--- src/rtl/undistort_map_loader_if.sv ---
// Map loader bus: host word stream in, LUT write port out.
// slave = loader side, master = host/LUT side.
interface undistort_map_loader_if #(
  parameter int ADDR_W = 20
);
  logic [31:0]       s_data;
  logic              s_valid;
  logic              s_ready;
  logic              wr_en;
  logic              wr_bank;
  logic [ADDR_W-1:0] wr_addr;
  logic [31:0]       wr_data;

  modport slave  (input  s_data, s_valid,
                  output s_ready, wr_en, wr_bank, wr_addr, wr_data);
  modport master (output s_data, s_valid,
                  input  s_ready, wr_en, wr_bank, wr_addr, wr_data);
endinterface

--- src/rtl/undistort_map_loader.sv ---
// Streams a new undistortion map into the shadow LUT bank, verifies its checksum
// and swaps banks only on a vs rising edge so a frame never tears.
module undistort_map_loader #(
  parameter int MAP_WORDS   = 921600,
  parameter int ADDR_W      = 20,
  parameter int TIMEOUT_CYC = 1000000
) (
  input  logic                  clk,
  input  logic                  rst_n,
  input  logic                  i_start,
  input  logic                  i_abort,
  input  logic [31:0]           i_exp_csum,
  input  logic                  i_vs,
  undistort_map_loader_if.slave bus,
  output logic                  o_active_bank,
  output logic                  o_busy,
  output logic                  o_done,
  output logic                  o_err
);
  localparam int TMR_W = $clog2(TIMEOUT_CYC + 1);
  localparam logic [ADDR_W-1:0] LAST_ADDR = ADDR_W'(MAP_WORDS - 1);
  localparam logic [TMR_W-1:0]  TMO_LAST  = TMR_W'(TIMEOUT_CYC - 1);

  typedef enum logic [2:0] {S_IDLE, S_LOAD, S_CHECK, S_PENDING, S_ERROR} state_t;

  state_t            r_state, w_next;
  logic [ADDR_W-1:0] r_cnt;
  logic [31:0]       r_csum, r_exp;
  logic [TMR_W-1:0]  r_tmr;
  logic              r_vs_d;
  logic              r_wr_en, r_wr_bank, r_active, r_done, r_err;
  logic [ADDR_W-1:0] r_wr_addr;
  logic [31:0]       r_wr_data;

  logic w_beat, w_rise, w_start_ok, w_swap;

  assign w_beat     = bus.s_valid && (r_state == S_LOAD);
  assign w_rise     = i_vs && !r_vs_d;
  assign w_start_ok = (r_state == S_IDLE) && i_start && !i_abort;
  assign w_swap     = (r_state == S_PENDING) && !i_abort && w_rise;

  // state register
  always_ff @(posedge clk) begin
    if (!rst_n) r_state <= S_IDLE;
    else        r_state <= w_next;
  end

  // next-state logic; abort takes priority over every other exit
  always_comb begin
    w_next = r_state;
    case (r_state)
      S_IDLE:    if (w_start_ok) w_next = S_LOAD;
      S_LOAD: begin
        if (i_abort)                                w_next = S_IDLE;
        else if (w_beat && (r_cnt == LAST_ADDR))    w_next = S_CHECK;
        else if (!w_beat && (r_tmr == TMO_LAST))    w_next = S_ERROR;
      end
      S_CHECK: begin
        if (i_abort)              w_next = S_IDLE;
        else if (r_csum == r_exp) w_next = S_PENDING;
        else                      w_next = S_ERROR;
      end
      S_PENDING: begin
        if (i_abort)     w_next = S_IDLE;
        else if (w_rise) w_next = S_IDLE;
      end
      S_ERROR:   w_next = S_IDLE;
      default:   w_next = S_IDLE;
    endcase
  end

  // state-decoded outputs
  always_comb begin
    bus.s_ready = (r_state == S_LOAD);
    o_busy      = (r_state == S_LOAD) || (r_state == S_CHECK) || (r_state == S_PENDING);
  end

  always_ff @(posedge clk) begin
    if (!rst_n) begin
      r_cnt     <= '0;
      r_csum    <= '0;
      r_exp     <= '0;
      r_tmr     <= '0;
      r_vs_d    <= 1'b0;
      r_wr_en   <= 1'b0;
      r_wr_bank <= 1'b1;
      r_wr_addr <= '0;
      r_wr_data <= '0;
      r_active  <= 1'b0;
      r_done    <= 1'b0;
      r_err     <= 1'b0;
    end else begin
      r_vs_d  <= i_vs;
      r_wr_en <= w_beat;
      r_done  <= 1'b0;
      if (w_start_ok) begin
        r_exp  <= i_exp_csum;
        r_cnt  <= '0;
        r_csum <= '0;
        r_tmr  <= '0;
        r_err  <= 1'b0;
      end
      if (w_beat) begin
        r_wr_addr <= r_cnt;
        r_wr_data <= bus.s_data;
        r_csum    <= r_csum + bus.s_data;
        r_cnt     <= (r_cnt == LAST_ADDR) ? r_cnt : r_cnt + ADDR_W'(1);
        r_tmr     <= '0;
      end else if (r_state == S_LOAD) begin
        r_tmr <= r_tmr + TMR_W'(1);
      end
      if (w_next == S_ERROR) r_err <= 1'b1;
      // shadow bank always follows the complement of the active bank
      if (w_swap) begin
        r_active  <= ~r_active;
        r_wr_bank <= r_active;
        r_done    <= 1'b1;
      end
    end
  end

  assign bus.wr_en   = r_wr_en;
  assign bus.wr_bank = r_wr_bank;
  assign bus.wr_addr = r_wr_addr;
  assign bus.wr_data = r_wr_data;
  assign o_active_bank = r_active;
  assign o_done        = r_done;
  assign o_err         = r_err;
endmodule

--- src/flat_wrapper.sv ---
// flat-port wrapper written by rule: the top's interface ports become plain ports
module undistort_map_loader_flat 
#(
  parameter int MAP_WORDS   = 921600,
  parameter int ADDR_W      = 20,
  parameter int TIMEOUT_CYC = 1000000
)
  (clk, rst_n, i_start, i_abort, i_exp_csum, i_vs, o_active_bank, o_busy, o_done, o_err, bus_s_data, bus_s_valid, bus_s_ready, bus_wr_en, bus_wr_bank, bus_wr_addr, bus_wr_data);
  undistort_map_loader_if #(.ADDR_W(ADDR_W)) bus_i ();
  input  logic clk;
  input  logic rst_n;
  input  logic i_start;
  input  logic i_abort;
  input  logic [31:0] i_exp_csum;
  input  logic i_vs;
  output logic o_active_bank;
  output logic o_busy;
  output logic o_done;
  output logic o_err;
  input wire logic [$bits(bus_i.s_data)-1:0] bus_s_data;
  input wire logic [$bits(bus_i.s_valid)-1:0] bus_s_valid;
  output wire logic [$bits(bus_i.s_ready)-1:0] bus_s_ready;
  output wire logic [$bits(bus_i.wr_en)-1:0] bus_wr_en;
  output wire logic [$bits(bus_i.wr_bank)-1:0] bus_wr_bank;
  output wire logic [$bits(bus_i.wr_addr)-1:0] bus_wr_addr;
  output wire logic [$bits(bus_i.wr_data)-1:0] bus_wr_data;
  assign bus_i.s_data = bus_s_data;
  assign bus_i.s_valid = bus_s_valid;
  assign bus_s_ready = bus_i.s_ready;
  assign bus_wr_en = bus_i.wr_en;
  assign bus_wr_bank = bus_i.wr_bank;
  assign bus_wr_addr = bus_i.wr_addr;
  assign bus_wr_data = bus_i.wr_data;
  undistort_map_loader #(.MAP_WORDS(MAP_WORDS), .ADDR_W(ADDR_W), .TIMEOUT_CYC(TIMEOUT_CYC)) u_core (.clk(clk), .rst_n(rst_n), .i_start(i_start), .i_abort(i_abort), .i_exp_csum(i_exp_csum), .i_vs(i_vs), .bus(bus_i), .o_active_bank(o_active_bank), .o_busy(o_busy), .o_done(o_done), .o_err(o_err));
endmodule
--- config.mk ---
export PLATFORM = sky130hd
export DESIGN_NAME = undistort_map_loader_flat
export DESIGN_NICKNAME = d
export VERILOG_FILES = /design/src/rtl/undistort_map_loader_if.sv /design/src/rtl/undistort_map_loader.sv /design/src/flat_wrapper.sv
export SDC_FILE = /design/constraint.sdc
export NUM_CORES = 1
export LEC_CHECK = 0
export ABC_CLOCK_PERIOD_IN_PS = 5600
export CAP_MARGIN = 20
export CORE_ASPECT_RATIO = 1.2
export CORE_MARGIN = 3
export CORE_UTILIZATION = 55
export DETAILED_ROUTE_END_ITERATION = 16
export PLACE_DENSITY = 0.87
export SYNTH_ARGS = -nofsm -noshare
export SYNTH_HDL_FRONTEND = slang
export SYNTH_SLANG_ARGS = --single-unit
--- constraint.sdc ---
create_clock -name clk -period 5.6 [get_ports clk]
set_input_delay 1.68 -clock clk [delete_from_list [all_inputs] [get_ports clk]]
set_output_delay 1.68 -clock clk [all_outputs]
set_load 0.01 [all_outputs]
* Word level (Yosys, flattened, before mapping)
Index checks and enable logic that the tools add are counted.
** Cells by class
- Add/sub/neg operators :: 3
- Multipliers :: 0
- Div/mod/pow operators :: 0
- $lt $le $gt $ge :: 0
- Eq/ne operators :: 8
- Shifts and indexed selects :: 0
- Muxes and demuxes :: 18
- Bitwise gates (word level) :: 2
- Reduce and logical (&&, ||, !) cells :: 19
** Operators with widths (number)
- 20-bit 2-to-1 mux :: 4
- 32-bit 2-to-1 mux :: 2
- 20-bit by 1-bit adder with 20-bit output, second input constant :: 2
- 20-bit == test, second input constant :: 2
- 32-bit adder :: 1
- 32-bit == test :: 1
- 3-bit 2-to-1 mux :: 8
- 3-bit case mux with 4 select lines :: 1
- 1-bit logical AND :: 8
- 3-bit by 2-bit == test with 1-bit output, second input constant :: 2
- 2-bit nonzero test :: 3
- 3-bit by 1-bit == test with 1-bit output, second input constant :: 1
- 3-bit == test, second input constant :: 1
- 1-bit zero test :: 3
- 3-bit zero test :: 1
- 1-bit 2-to-1 mux :: 3
- 1-bit logical OR :: 2
- 2-bit inequality test, second input constant :: 1
- 1-bit NOT :: 2
- 2-bit AND reduction :: 1
- 2-bit OR reduction :: 1
** Word-level totals
- Register bits after elaboration :: 165
- Bits in latches :: 0
- RAM bits :: 0
- Bits in read-only memories :: 0
- Bits of input ports :: 70
- Output and inout bits :: 59
- Word-level logic and storage cells :: 63
- Memories kept :: 0

* Depth between registers and ports, before layout
- Depth in word-level cells :: 10
- Gate-level depth with buffers :: 13
- Mapped depth without buffers :: 10

* Worst setup path before layout
OpenSTA, ideal clock, no wires.
- Path type :: input port to flip-flop
- Start :: in bus_s_data[0]
- End :: reg u_core.r_csum[24]
- Library setup time :: 0.117 ns
- Arrival :: 3.682 ns
- Data required time :: 5.483 ns
- Setup slack :: 1.801 ns
- Stages :: 10
- Path buffers :: 0
- Cells stage by stage :: ha_1 -> fa_1 -> a21oi_1 -> o31ai_1 -> nand4_1 -> a21oi_1 -> o211ai_1 -> a21oi_1 -> or3_1 -> a32o_1
** Between the ends
- Cells in the longest elaborated chain, start to end :: 2
** RTL lines
- start, declared :: RTL line flat_wrapper.sv:20 : input wire logic [$bits(bus_i.s_data)-1:0] bus_s_data;
- 32-bit adder :: RTL line undistort_map_loader.sv:106 : r_csum <= r_csum + bus.s_data;
- 32-bit 2-to-1 mux :: RTL line undistort_map_loader.sv:103 : if (w_beat) begin
- end signal, assigned :: RTL line undistort_map_loader.sv:106
- end, declared :: RTL line undistort_map_loader.sv:28 : logic [31:0] r_csum, r_exp;
Every way passes these cells.
A chain may end at the register's enable or synchronous reset.

* Final worst setup path
Same ends and word-level chain as after synthesis.

==> results_dict.tcl <==
set metrics [dict create \
    fin_ws_ns 1.38 \
    top_layer "met4" \
    numCtsBuffers 17 \
    critPathArrivalTime_ns 4.55 \
    path_class "in -> reg" \
    rows 49 \
    cts_tree "done" \
    die_h_microns 142 \
    cp_max_fo 5 \
    place_area_sq_um 9820 \
    dr.first_iter.drc_count 518 \
    met1_length_microns 9100 \
    place_ws_ns 0.972 \
    drive_gt1_frac 0.0576 \
    drc_errors 0 \
    synth_ff_type "dfxtp_1" \
    grt_pass1_wl_microns 34900 \
    cts_root_buf "clkbuf_16" \
    layout_min_cycle_time_ns 4.22 \
    syn_area_sq_um 8470 \
    ctsHoldBuffers 0 \
    cts_buffer_depth 2 \
    insertion_delay_ns 0.44 \
    start_kind "input pin" \
    hold_viol 0 \
    power.leakage_nw 3.83 \
    vias_per_cell 5.64 \
    seq_area_frac_synth 0.390 \
    dieWidth_microns 119 \
    final_cell_count_no_fill 1350 \
    grt_usage 0.253 \
    cts_setup_buffers 0 \
    wl_microns 21300 \
    area_delta_synth_final_pct 23.2 \
    overflow 0 \
    core_sq_um 15000 \
    hp-class "reg -> reg" \
    grt_pass1_vias 7238 \
    cts_resized 0 \
    grt_max_degree 69 \
    hpwl_microns 15300 \
    timing.final.crit_share 0.754 \
    path_clk_slew_ns 0.06 \
    h-tree-depth 4 \
    finalWeightedCongestion 0.932 \
    synth-seq-cells 165 \
    relSlewSlack 0.354 \
    wire_per_inst_microns 15.8 \
    setup_viol 0 \
    required_ns 5.93 \
    async_reset_ff_frac 0 \
    cap_viol_max_count 0 \
    antenna_found_initial 0 \
    rsz0062_at_grt "no" \
    wl_met3_microns 1300 \
    fin_nets 1237 \
    synthDistinctLibCells 66 \
    syn_avg_cell_area_sq_um 8.23 \
    final_design_area_no_fill_sq_um 10400 \
    final_antenna_net_count 0 \
    portBuffers 128 \
    diodes 0 \
    route.vias.total 7610 \
    route.met2.wl_microns 10200 \
    powerDensity_nw_per_um2 260 \
    yosys_warnings 0 \
    start_util 0.564 \
    cts_sinks 165 \
    syn-num-nets 1133 \
    endpoint_kind "flip-flop" \
    placedCellCount 1318 \
    worstMarginPinSlew_ns 0.966 \
    timing.fmax_mhz 237 \
    drtPass1Iterations 5 \
    status "finished clean" \
    pin_count 129 \
    synth_edf_count 0 \
    synth_cells 1029 \
    vdd_drop_max_mv 0.174 \
    fin_skew_ns 0.00572 \
    dieArea_sq_um 16900 \
    tns_ns 0 \
    drv_slew 0 \
]
==> critical path: stages <==
cell and delay, ns:
clkdlybuf4s50_1 0.46, ha_1 0.25, fa_1 0.40, a21oi_1 0.19
o31ai_1 0.11, nand4_1 0.17, a21oi_1 0.12, o211ai_1 0.43
a21oi_1 0.16, or3_1 0.32, a32o_1 0.25
==> path summary, 6_finish.rpt <==
| kind | from | end | slack, ns | depth (start not counted) |
|---|---|---|---|---|
| setup reg to reg | u_core.r_state[0] | u_core.r_cnt[18] | 2.40 | 9 |
| hold / removal | u_core.bus.wr_data[1] | u_core.bus.wr_data[1] | 0.46 | 2 |
| hold reg to reg | u_core.bus.wr_data[1] | u_core.bus.wr_data[1] | 0.46 | 2 |
| setup / recovery | bus_s_data[0] | u_core.r_csum[24] | 1.38 | 11 |
==> per-stage QoR <==
| stage | power, mW | hold WS (ns) | utilization |
|---|---|---|---|
| detailed placement | 1.53 | 0.456 | 0.654 |
| global placement | 1.53 | 0.450 | 0.654 |
| floorplan | 1.41 | 0.439 | - |
| global route | 2.80 | 0.481 | 0.695 |
| CTS | 2.73 | 0.465 | 0.695 |
| finish | 2.72 | 0.461 | 0.695 |
==> placed cells by master (no fill, tap or decap), drive strengths merged, types with 16 or more instances in the layout <==
cell type / synthesis / final
nand3: 31 / 31
nor3: 25 / 25
a21o: 19 / 19
inv: 15 / 16
xnor2: 54 / 54
o21ai: 42 / 42
clkdlybuf4s50: 0 / 127
dfxtp: 165 / 165
nand2: 230 / 230
a21oi: 51 / 51
nor2: 48 / 48
nand4: 16 / 16
clkbuf: 38 / 20
ha: 33 / 33
nor2b: 16 / 16
a21boi: 89 / 89
==> layout make-up <==
| type | count | area (sq um) |
|---|---|---|
| Tap cell | 204 | 255 |
| Sequential cell | 165 | 3300 |
| Clock buffer | 20 | 457 |
| Fill cell | 1204 | 4590 |
| Inverter | 15 | 56.3 |
| Multi-Input combinational cell | 798 | 4870 |
| Clock inverter | 12 | 153 |
| Timing Repair Buffer | 136 | 1340 |
==> power by group <==
group / internal (mW) / switching, mW
sequential: 1.20 / 0.0199
clock: 0.725 / 0.481
combinational: 0.136 / 0.157
total: 2.06 / 0.658
==> per-layer routing <==
| metal | vias up | global-route usage |
|---|---|---|
| li1 | 3797 | - |
| met1 | 3554 | 0.303 |
| met2 | 212 | 0.428 |
| met3 | 47 | 0.0594 |
| met4 | 0 | 0.123 |
| met5 | - | 0 |
==> synthesized netlist by cell type, types with 6 or more instances <==
library cell	n	area (sq um)
and2_1	8	50.1
nand4_1	15	93.8
dfxtp_1	165	3300
a22oi_1	9	67.6
xnor2_1	54	473
ha_1	33	413
and3_1	6	37.5
nor3_1	24	120
nor2b_1	16	100
nand2_1	228	856
clkbuf_1	37	139
o21ai_0	42	210
a21boi_0	89	668
a31oi_1	8	50.1
a21oi_1	51	255
xor2_1	15	131
nand3_1	31	155
a21o_1	19	143
nor4_1	6	37.5
inv_1	15	56.3
or3_1	15	93.8
nor2_1	46	173
==> kinds of logic (layout without fill, tap and decap cells) <==
family	count (synthesis)	in the layout	synth area share
xor gates and xnor gates	69	69	0.0714
DFF	165	165	0.390
AOI/OAI and AO/OA	260	260	0.206
buffers and inverters	66	183	0.0347
and+or+nand+nor	428	428	0.237
muxes	7	7	0.00961
adders and majority gates	34	34	0.0511
==> sequential cells by signal, summed over array words and instances (netlist names) <==
register,flops
u_core.bus.wr_data,32
u_core.r_csum,32
u_core.r_exp,32
u_core.bus.wr_addr,20
u_core.r_cnt,20
u_core.r_tmr,20
u_core.r_state,3
u_core.bus.wr_bank,1
u_core.bus.wr_en,1
u_core.o_active_bank,1
u_core.o_done,1
u_core.o_err,1
u_core.r_vs_d,1
(Power assumes the default switching activity.)
